$ cat src/rtl/atomik_edge_sensor_imu_delta_encoder.sv
// IMU delta encoder: turns a sample stream into LOAD / XOR-ACCUMULATE strobes
// for a downstream fusion accumulator, with periodic resync and zero-delta suppression.
module atomik_edge_sensor_imu_delta_encoder #(
  parameter int DATA_WIDTH      = 64,
  parameter int RESYNC_INTERVAL = 1024,
  parameter bit SUPPRESS_ZERO   = 1'b1
) (
  input  logic                               clk,
  input  logic                               rst,
  input  logic                               sample_valid,
  output logic                               sample_ready,
  input  logic [DATA_WIDTH-1:0]              sample_data,
  input  logic                               flush,
  output logic                               load_en,
  output logic                               accumulate_en,
  output logic [DATA_WIDTH-1:0]              data_out,
  output logic [$clog2(RESYNC_INTERVAL):0]   delta_count,
  output logic [15:0]                        suppressed_count
);

  localparam int CW = $clog2(RESYNC_INTERVAL) + 1;
  localparam logic [CW-1:0] RESYNC_MAX = CW'(RESYNC_INTERVAL);

  typedef enum logic [1:0] {
    ST_INIT   = 2'd0,
    ST_EMPTY  = 2'd1,
    ST_STREAM = 2'd2
  } state_t;

  state_t                state, state_nxt;
  logic [DATA_WIDTH-1:0] prev, prev_nxt, data_nxt, delta;
  logic [CW-1:0]         cnt_nxt;
  logic [15:0]           supp_nxt;
  logic                  flush_pending, pend_nxt;
  logic                  load_nxt, acc_nxt, accept;

  assign accept = sample_valid && sample_ready;
  assign delta  = sample_data ^ prev;

  always_ff @(posedge clk or posedge rst) begin
    if (rst) begin
      state <= ST_INIT;
    end else begin
      state <= state_nxt;
    end
  end

  always_comb begin
    state_nxt = state;
    case (state)
      ST_INIT:   state_nxt = ST_EMPTY;
      ST_EMPTY:  state_nxt = accept ? ST_STREAM : ST_EMPTY;
      ST_STREAM: state_nxt = ST_STREAM;
      default:   state_nxt = ST_INIT;
    endcase
  end

  // Next values of every registered output; a same-cycle flush forces a LOAD.
  always_comb begin
    load_nxt = 1'b0;
    acc_nxt  = 1'b0;
    data_nxt = data_out;
    prev_nxt = prev;
    cnt_nxt  = delta_count;
    supp_nxt = suppressed_count;
    pend_nxt = flush_pending | flush;
    if (accept) begin
      prev_nxt = sample_data;
      case (state)
        ST_EMPTY: begin
          load_nxt = 1'b1;
          data_nxt = sample_data;
          cnt_nxt  = {CW{1'b0}};
          pend_nxt = 1'b0;
        end
        ST_STREAM: begin
          if (flush_pending || flush || (delta_count == RESYNC_MAX)) begin
            load_nxt = 1'b1;
            data_nxt = sample_data;
            cnt_nxt  = {CW{1'b0}};
            pend_nxt = 1'b0;
          end else if ((delta == {DATA_WIDTH{1'b0}}) && (SUPPRESS_ZERO == 1'b1)) begin
            if (suppressed_count != 16'hFFFF) begin
              supp_nxt = suppressed_count + 16'd1;
            end else begin
              supp_nxt = suppressed_count;
            end
          end else begin
            acc_nxt  = 1'b1;
            data_nxt = delta;
            cnt_nxt  = delta_count + CW'(1);
          end
        end
        default: begin
          load_nxt = 1'b0;
        end
      endcase
    end else begin
      prev_nxt = prev;
    end
  end

  always_ff @(posedge clk or posedge rst) begin
    if (rst) begin
      sample_ready     <= 1'b0;
      load_en          <= 1'b0;
      accumulate_en    <= 1'b0;
      data_out         <= {DATA_WIDTH{1'b0}};
      prev             <= {DATA_WIDTH{1'b0}};
      delta_count      <= {CW{1'b0}};
      suppressed_count <= 16'd0;
      flush_pending    <= 1'b0;
    end else begin
      sample_ready     <= (state_nxt != ST_INIT);
      load_en          <= load_nxt;
      accumulate_en    <= acc_nxt;
      data_out         <= data_nxt;
      prev             <= prev_nxt;
      delta_count      <= cnt_nxt;
      suppressed_count <= supp_nxt;
      flush_pending    <= pend_nxt;
    end
  end

endmodule

$ cat config.mk
export PLATFORM = sky130hd
export DESIGN_NAME = atomik_edge_sensor_imu_delta_encoder
export DESIGN_NICKNAME = d
export VERILOG_FILES = /design/src/rtl/atomik_edge_sensor_imu_delta_encoder.sv
export SDC_FILE = /design/constraint.sdc
export NUM_CORES = 1
export LEC_CHECK = 0
export CELL_PAD_IN_SITES_DETAIL_PLACEMENT = 0
export CELL_PAD_IN_SITES_GLOBAL_PLACEMENT = 1
export CORE_ASPECT_RATIO = 1.75
export CORE_MARGIN = 1.5
export CORE_UTILIZATION = 41
export CTS_CLUSTER_SIZE = 8
export DETAILED_ROUTE_END_ITERATION = 10
export PLACE_DENSITY_LB_ADDON = 0.1
export SLEW_MARGIN = 20
export SYNTH_ARGS = -nofsm -noshare
export SYNTH_HDL_FRONTEND = slang
export SYNTH_SLANG_ARGS = --single-unit
$ cat constraint.sdc
create_clock -name clk -period 7.46 [get_ports clk]
set_input_delay 1.865 -clock clk [delete_from_list [all_inputs] [get_ports clk]]
set_output_delay 1.865 -clock clk [all_outputs]
set_load 0.1 [all_outputs]
* After elaboration in Yosys (flattened, before gate mapping) *
Cells that the tools add are included.

storage, ports and cells
  output and inout bits = 94
  bits in registers = 161
  word-level logic and storage cells = 46

operators by class
  muxes and demuxes = 18
  reductions and logical operators = 9
  bitwise gates (word level) = 3
  eq/ne operators = 5
  $add $sub $neg = 2

operators by type and width
  kind                     count
  $mux W64                 2
  $pmux W64 S2             1
  $logic_not A64 Y1        1
  $xor A64 B64 Y64         1
  $mux W11                 2
  $pmux W11 S2             1
  $add A16 B1 Y16 const B  1
  $ne A16 B16 Y1 const B   1
  $add A11 B1 Y11 const B  1
  $eq A11 B11 Y1 const B   1
  $mux W1                  8
  $pmux W2 S3              1
  $reduce_and A5 Y1        1
  $pmux W1 S2              2
  $reduce_bool A2 Y1       2
  $ne A3 B3 Y1 const B     1
  $reduce_and A3 Y1        1
  $eq A2 B1 Y1 const B     1
  $eq A2 B2 Y1 const B     1
  $logic_not A2 Y1         1
  $logic_or A1 B1 Y1       2
  $mux W2                  1
  $logic_and A1 B1 Y1      1
  $not A1 Y1               1
  $or A1 B1 Y1             1

* Longest topological paths before layout *
  depth in word-level cells = 6
  gate-level depth with buffers = 9
  depth with buffers taken out = 8

* Worst setup path before layout *
Ideal clock, no wire load.

  kind = input -> register
  start = input sample_data[20]
  end = register suppressed_count[5]
  setup time = 0.160 ns
  path slack = 3.883 ns
  stages on the path = 7
  buffers on the path = 1
  required time = 7.300 ns
  arrival time = 3.418 ns
  cell sequence = xor2_1 nor4_1 nand4_1 nor4_4 clkbuf_1 nand4_1 xnor2_1

on the way
  longest elaborated chain between the ends = 3

ends and longest elaborated chain
  item                         RTL line  RTL
  from (decl)                  12        input logic [DATA_WIDTH-1:0] sample_data,
  $xor A64 B64 Y64             38        assign delta = sample_data ^ prev;
  $logic_not A64 Y1            82        end else if ((delta == {DATA_WIDTH{1'b0}}) && (SUPPRESS_ZERO == 1'b1)) begin
  $reduce_and A5 Y1 (no line)  n/a
  to (signal assigned)         120       suppressed_count <= supp_nxt;
  to (decl)                    18        output logic [15:0] suppressed_count

Every way passes these cells.
A chain may end at the register's enable or synchronous reset.

* Worst setup path after layout *
  start = input sample_data[63]
  end = register data_out[55]

on the way
  longest elaborated chain between the ends = 4

ends and longest elaborated chain
  item                         RTL line  RTL
  $xor A64 B64 Y64             38
  $logic_not A64 Y1            82
  $ne A3 B3 Y1 (no line)       n/a
  $reduce_and A3 Y1 (no line)  n/a
  to (signal assigned)         108       data_out <= {DATA_WIDTH{1'b0}};
  to (signal assigned)         117       data_out <= data_nxt;
  to (decl)                    16        output logic [DATA_WIDTH-1:0] data_out,

Every way passes these cells.

==> results.json <==
{
  "finalHoldViolations": 0,
  "p_per_area_nw_per_um2": 252,
  "instances_no_fill": 1144,
  "cts.sinks": 161,
  "hold_path.class": "register to register",
  "cts.path.max_buffers": 2,
  "endpoint_kind": "register",
  "synthCells": 740,
  "drtIter0Drc": 419,
  "fp.dieArea_um2": 21500,
  "skew_ns": 0.00867,
  "crit_path_max_fanout": 42,
  "die_w_um": 111,
  "rsz0062_at_grt": "false",
  "drc": 0,
  "fin_nets": 958,
  "relSlewSlack_pct": 30.1,
  "area_delta_synth_final_pct": 28.4,
  "cts_resized": 0,
  "row_count": 69,
  "async_flop_share_pct": 100,
  "cap_viol_max_count": 0,
  "syn_area_um2": 8440,
  "grtUsageTotal_pct": 22.3,
  "place_inst": 1111,
  "synth_edf_count": 0,
  "power.total_w": 0.00273,
  "power_frac_seq_pct": 37.9,
  "ys_warn_count": 0,
  "grt_max_degree": 99,
  "p_clk_share_pct": 32.6,
  "switching_power_w": 0.000987,
  "start_util_pct": 41.6,
  "grt_remaining_overflow": 0,
  "tritoncts": "yes",
  "power_report.internal_total_w": 0.00174,
  "setup_viol": 0,
  "status": "finished, final reports clean",
  "cts_htree_levels": 4,
  "crit_required_ns": 7.82,
  "max_freq_mhz": 182,
  "drt_first_pass_iters": 5,
  "ant_nets": 0,
  "p_leak_nw": 4.51,
  "tightest_slew_ns": 1.05,
  "globalplace.congestion": 0.798,
  "portBuffers": 161,
  "timing.final.crit_period_ns": 5.48,
  "routed_wl_um": 23800,
  "synth_flop_cell": "dfrtp_1",
  "grt_pass1_wl_um": 37300,
  "setup_tns_ns": 0,
  "yosys.area.top_type_share_pct": 47.7,
  "ys_seq_elements": 161,
  "syn_avg_cell_area_um2": 11.4,
  "critPathKind": "input pin to register",
  "swShare_pct": 36.2,
  "clk_latency_ns": 0.43,
  "root_buffer": "clkbuf_16",
  "via_count": 6758,
  "drt-wirelength-per-cell_um": 20.8,
  "core_um2": 20300,
  "drive_above_1_share_pct": 12.1,
  "cts_buffers": 17,
  "antenna_found_initial": 1,
  "synth.most_common_cell": "dfrtp_1",
  "clk_pin_slew_ns": 0.06,
  "ys_seq_area_share_pct": 47.7,
  "place_hpwl_um": 15700,
  "cts_hold_repair.buffers": 0,
  "post_cts_buffers": 0,
  "synthTopCellsByCount": "161 x dfrtp_1, 80 x nand2_1, 66 x mux2_2",
  "finalCritPeriodShare_pct": 73.5,
  "synth_area_leaders": "dfrtp_1 48%, mux2_2 8.8%, a221o_1 7.6%",
  "drv_slew": 0,
  "via_per_inst": 5.91,
  "io_pins": 162,
  "die_h_um": 193,
  "p_comb_share_pct": 29.5,
  "ys_types": 40,
  "synth_top_cell_by_area": "dfrtp_1",
  "cp-start-kind": "input pin",
  "vdd_drop_max_uv": 184,
  "fill_cells": 1762,
  "grt_pass1_vias": 6646,
  "syn-num-nets": 815,
  "critPathArrivalTime_ns": 5.84
}
-- routing by layer --
| layer | wire (um) | vias up | GRT usage (%) | share of wire (%) |
|---|---|---|---|---|
| met4 | 373 | 0 | 6.62 | 1.6 |
| met5 | 0 | - | 0 | 0 |
| met2 | 12400 | 182 | 38.9 | 52 |
| met3 | 909 | 31 | 4.65 | 3.8 |
| li1 | - | 3109 | - | - |
| met1 | 10100 | 3436 | 27.8 | 42 |
-- per-stage QoR --
stage	cell area, um^2	hold slack [ns]	setup WS (ns)	util [%]
after floorplan	8440	0.486	1.25	-
after global placement	10200	0.480	1.47	50.4
after detailed placement	10200	0.486	1.50	50.4
after CTS	10800	0.502	1.93	53.3
after global routing	10800	0.521	1.83	53.4
final	10800	0.502	1.98	53.4
-- flip-flops by register name (all words and copies together), names as in the netlist --
signal / flops
prev: 64
suppressed_count: 16
flush_pending: 1
accumulate_en: 1
data_out: 64
delta_count: 11
state: 2
sample_ready: 1
load_en: 1
-- path summary, 6_finish.rpt --
kind	from	slack, ns	cells past startpoint	end
max	sample_data[63]	1.98	9	data_out[55]$_DFFE_PP0P_
min	suppressed_count[15]$_DFFE_PP0P_	0.50	1	suppressed_count[15]$_DFFE_PP0P_
max reg2reg	prev[63]$_DFFE_PP0P_	3.51	8	data_out[55]$_DFFE_PP0P_
min reg2reg	suppressed_count[15]$_DFFE_PP0P_	0.50	1	suppressed_count[15]$_DFFE_PP0P_
max in group asynchronous	rst	3.98	3	delta_count[9]$_DFFE_PP0P_
min in group asynchronous	rst	1.95	2	data_out[19]$_DFFE_PP0P_
-- area by class of cell --
class	instances	area [um^2]	share of cell area [%]
well taps	248	310	2.86
multi-input cells	526	4170	38.5
clock buffers	25	475	4.39
inverters	8	35.0	0.323
flip-flops and latches	161	4030	37.2
clock inverters	6	105	0.970
repair buffers	169	1700	15.7
diodes	1	2.50	0.0231
-- power by group through the flow --
| stage | sequential, W | combinational [W] | clock, W |
|---|---|---|---|
| 2_1_floorplan | 0.00140 | 0.000209 | 0 |
| 3_3_place_gp | 0.00104 | 0.000801 | 0 |
| 3_5_place_dp | 0.00105 | 0.000807 | 0 |
| 4_1_cts | 0.00103 | 0.000810 | 0.000909 |
| 5_1_grt | 0.00104 | 0.000840 | 0.000944 |
| 6_report | 0.00103 | 0.000804 | 0.000889 |
-- worst max-delay path, stage by stage --
cell and delay (ns):
clkdlybuf4s50_1 0.50, xor2_1 0.18, nor4_1 0.83, nand4_1 0.30, nor4_4 0.34, buf_4 0.33, a21o_2 0.80, buf_4 0.45
a221o_1 0.21
-- placed cells by master (no fill, tap or decap), drive strengths merged, types with 15 or more instances in the layout --
cell type and count:
a221o 64, clkbuf 25, clkdlybuf4s50 161, dfrtp 161, mux2 66, nand2 80
nand3 17, nand3b 64, nand4b 64, nor4 18, xnor2 15, xor2 64
-- kinds of logic (layout without fill, tap and decap cells) --
kind of cell / Yosys count / after routing / synth area share, %
xor+xnor: 79 / 79 / 8.20
buf+inv: 53 / 208 / 3.04
mux: 66 / 66 / 8.80
flops: 161 / 161 / 47.7
fa+ha+maj: 7 / 7 / 1.04
simple gates: 283 / 283 / 21.2
compound gates: 91 / 91 / 10.0
other cells: 0 / 1 / 0
Note: power is estimated with default switching activity, not from simulation.
==> edit (same settings) <==
Set the parameter `DATA_WIDTH` to 128 (it was 64).
--- a/src/rtl/atomik_edge_sensor_imu_delta_encoder.sv
+++ b/src/rtl/atomik_edge_sensor_imu_delta_encoder.sv
@@ -2,5 +2,5 @@
 // for a downstream fusion accumulator, with periodic resync and zero-delta suppression.
 module atomik_edge_sensor_imu_delta_encoder #(
-  parameter int DATA_WIDTH      = 64,
+  parameter int DATA_WIDTH      = 128,
   parameter int RESYNC_INTERVAL = 1024,
   parameter bit SUPPRESS_ZERO   = 1'b1
Ports: changed (resized data_out and sample_data); port bits go from 162 to 290. No check against the original RTL was run, so the function may have changed too.
==> edit against the unedited design <==
Via count grew 120%; area after synthesis grew 89%; worst setup slack improved by 0.54 ns; global-route usage increased by 4.1 points; fmax is 11% higher; total power rose by 93%; wire length grew 130%; hold slack lost 0.0092 ns; combinational power up 100%; non-clock buffer count up 135; sequential cell count is 128 higher; register-to-register slack better by 0.34 ns; design area increased by 86%.
==> edit: results (changes against the unedited design) <==
[global_route]
track_usage = 0.264  ; +0.0415
use_met3 = 0.0408  ; -0.00564
grt_pass1_wl_mm = 83.1  ; +120%
gr-usage-met2 = 0.461  ; +0.0717
grt_pass1_vias = 13700  ; +110%

[clocking]
cts_buffer_depth = 3  ; +1
cts_buffers = 42  ; +25
h-tree-depth = 2  ; -2

[synth]
synth_adder_area_share = 0.00550  ; -0.00487
synth_fp_nets = 1934  ; +140%
synth_cell_type_count = 43  ; +7.5%
synth_xor_area_frac = 0.0743  ; -0.00770
synth-compound-area-share = 0.223  ; +0.123
synth-seq-area-share = 0.454  ; -0.0231

[timing]
fin_skew_ns = 0.0190  ; +0.0103 ns
holdWs_ns = 0.493  ; -0.00923 ns
worst_pin_slew_ns = 1.14  ; +0.0949 ns

[final_layout]
fillers = 3572  ; +100%
seq_cells = 289  ; +80%
num-nonclk-buffers = 304  ; +80%
multi_input_cells = 1231  ; +130%
top_regs = data_out (128), prev (128), suppressed_count (16)

[critical_path]
worstSetupStartpoint = flush
critPathTopFamily = buffers and inverters
worstReg2RegStart = delta_count[6]
critical_path_peak_fanout = 169  ; +300%
regToRegEndpoint = data_out[24]
cp_slowest_cell = buf_4

[status]
status = finished clean

[routing]
wirelength_mm = 53.9  ; +130%
routed.top_layer = met5
vias = 14800  ; +120%
wl_met1_mm = 21.8  ; +120%
dr.first_iter.drc_count = 1036  ; +150%

[min_path]
worstHoldStart = prev[117]
hold_depth = 2  ; +1

[power_and_ir_drop]
swShare = 0.391  ; +0.0289
p_leak_nw = 8.03  ; +78%

[placed_design]
io_buffers = 289  ; +80%

edit: cell types whose count changed in the layout (fill, tap and decap cells not counted), sizes merged, moves of 124 or more:
| cell | change |
|---|---|
| dfrtp | +128 |
| a31oi | +124 |
| clkdlybuf4s50 | +128 |
| nand2 | +205 |
| nand4 | +146 |
edit: through the flow:
stage               power [mW]  instances   util
finish                    5.27       2487  0.526
global route              5.48       2487  0.526
CTS                       5.33       2485  0.526
detailed placement        3.56       2438  0.496
global placement          3.54       2438  0.496
floorplan                 3.04       1795      -
edit: power by group through the flow:
| stage | clock [mW] | combinational, mW | sequential (mW) |
|---|---|---|---|
| after floorplan | 0 | 0.437 | 2.61 |
| after global placement | 0 | 1.63 | 1.91 |
| after detailed placement | 0 | 1.65 | 1.92 |
| after CTS | 1.79 | 1.65 | 1.89 |
| after global routing | 1.84 | 1.72 | 1.92 |
| final | 1.74 | 1.64 | 1.89 |
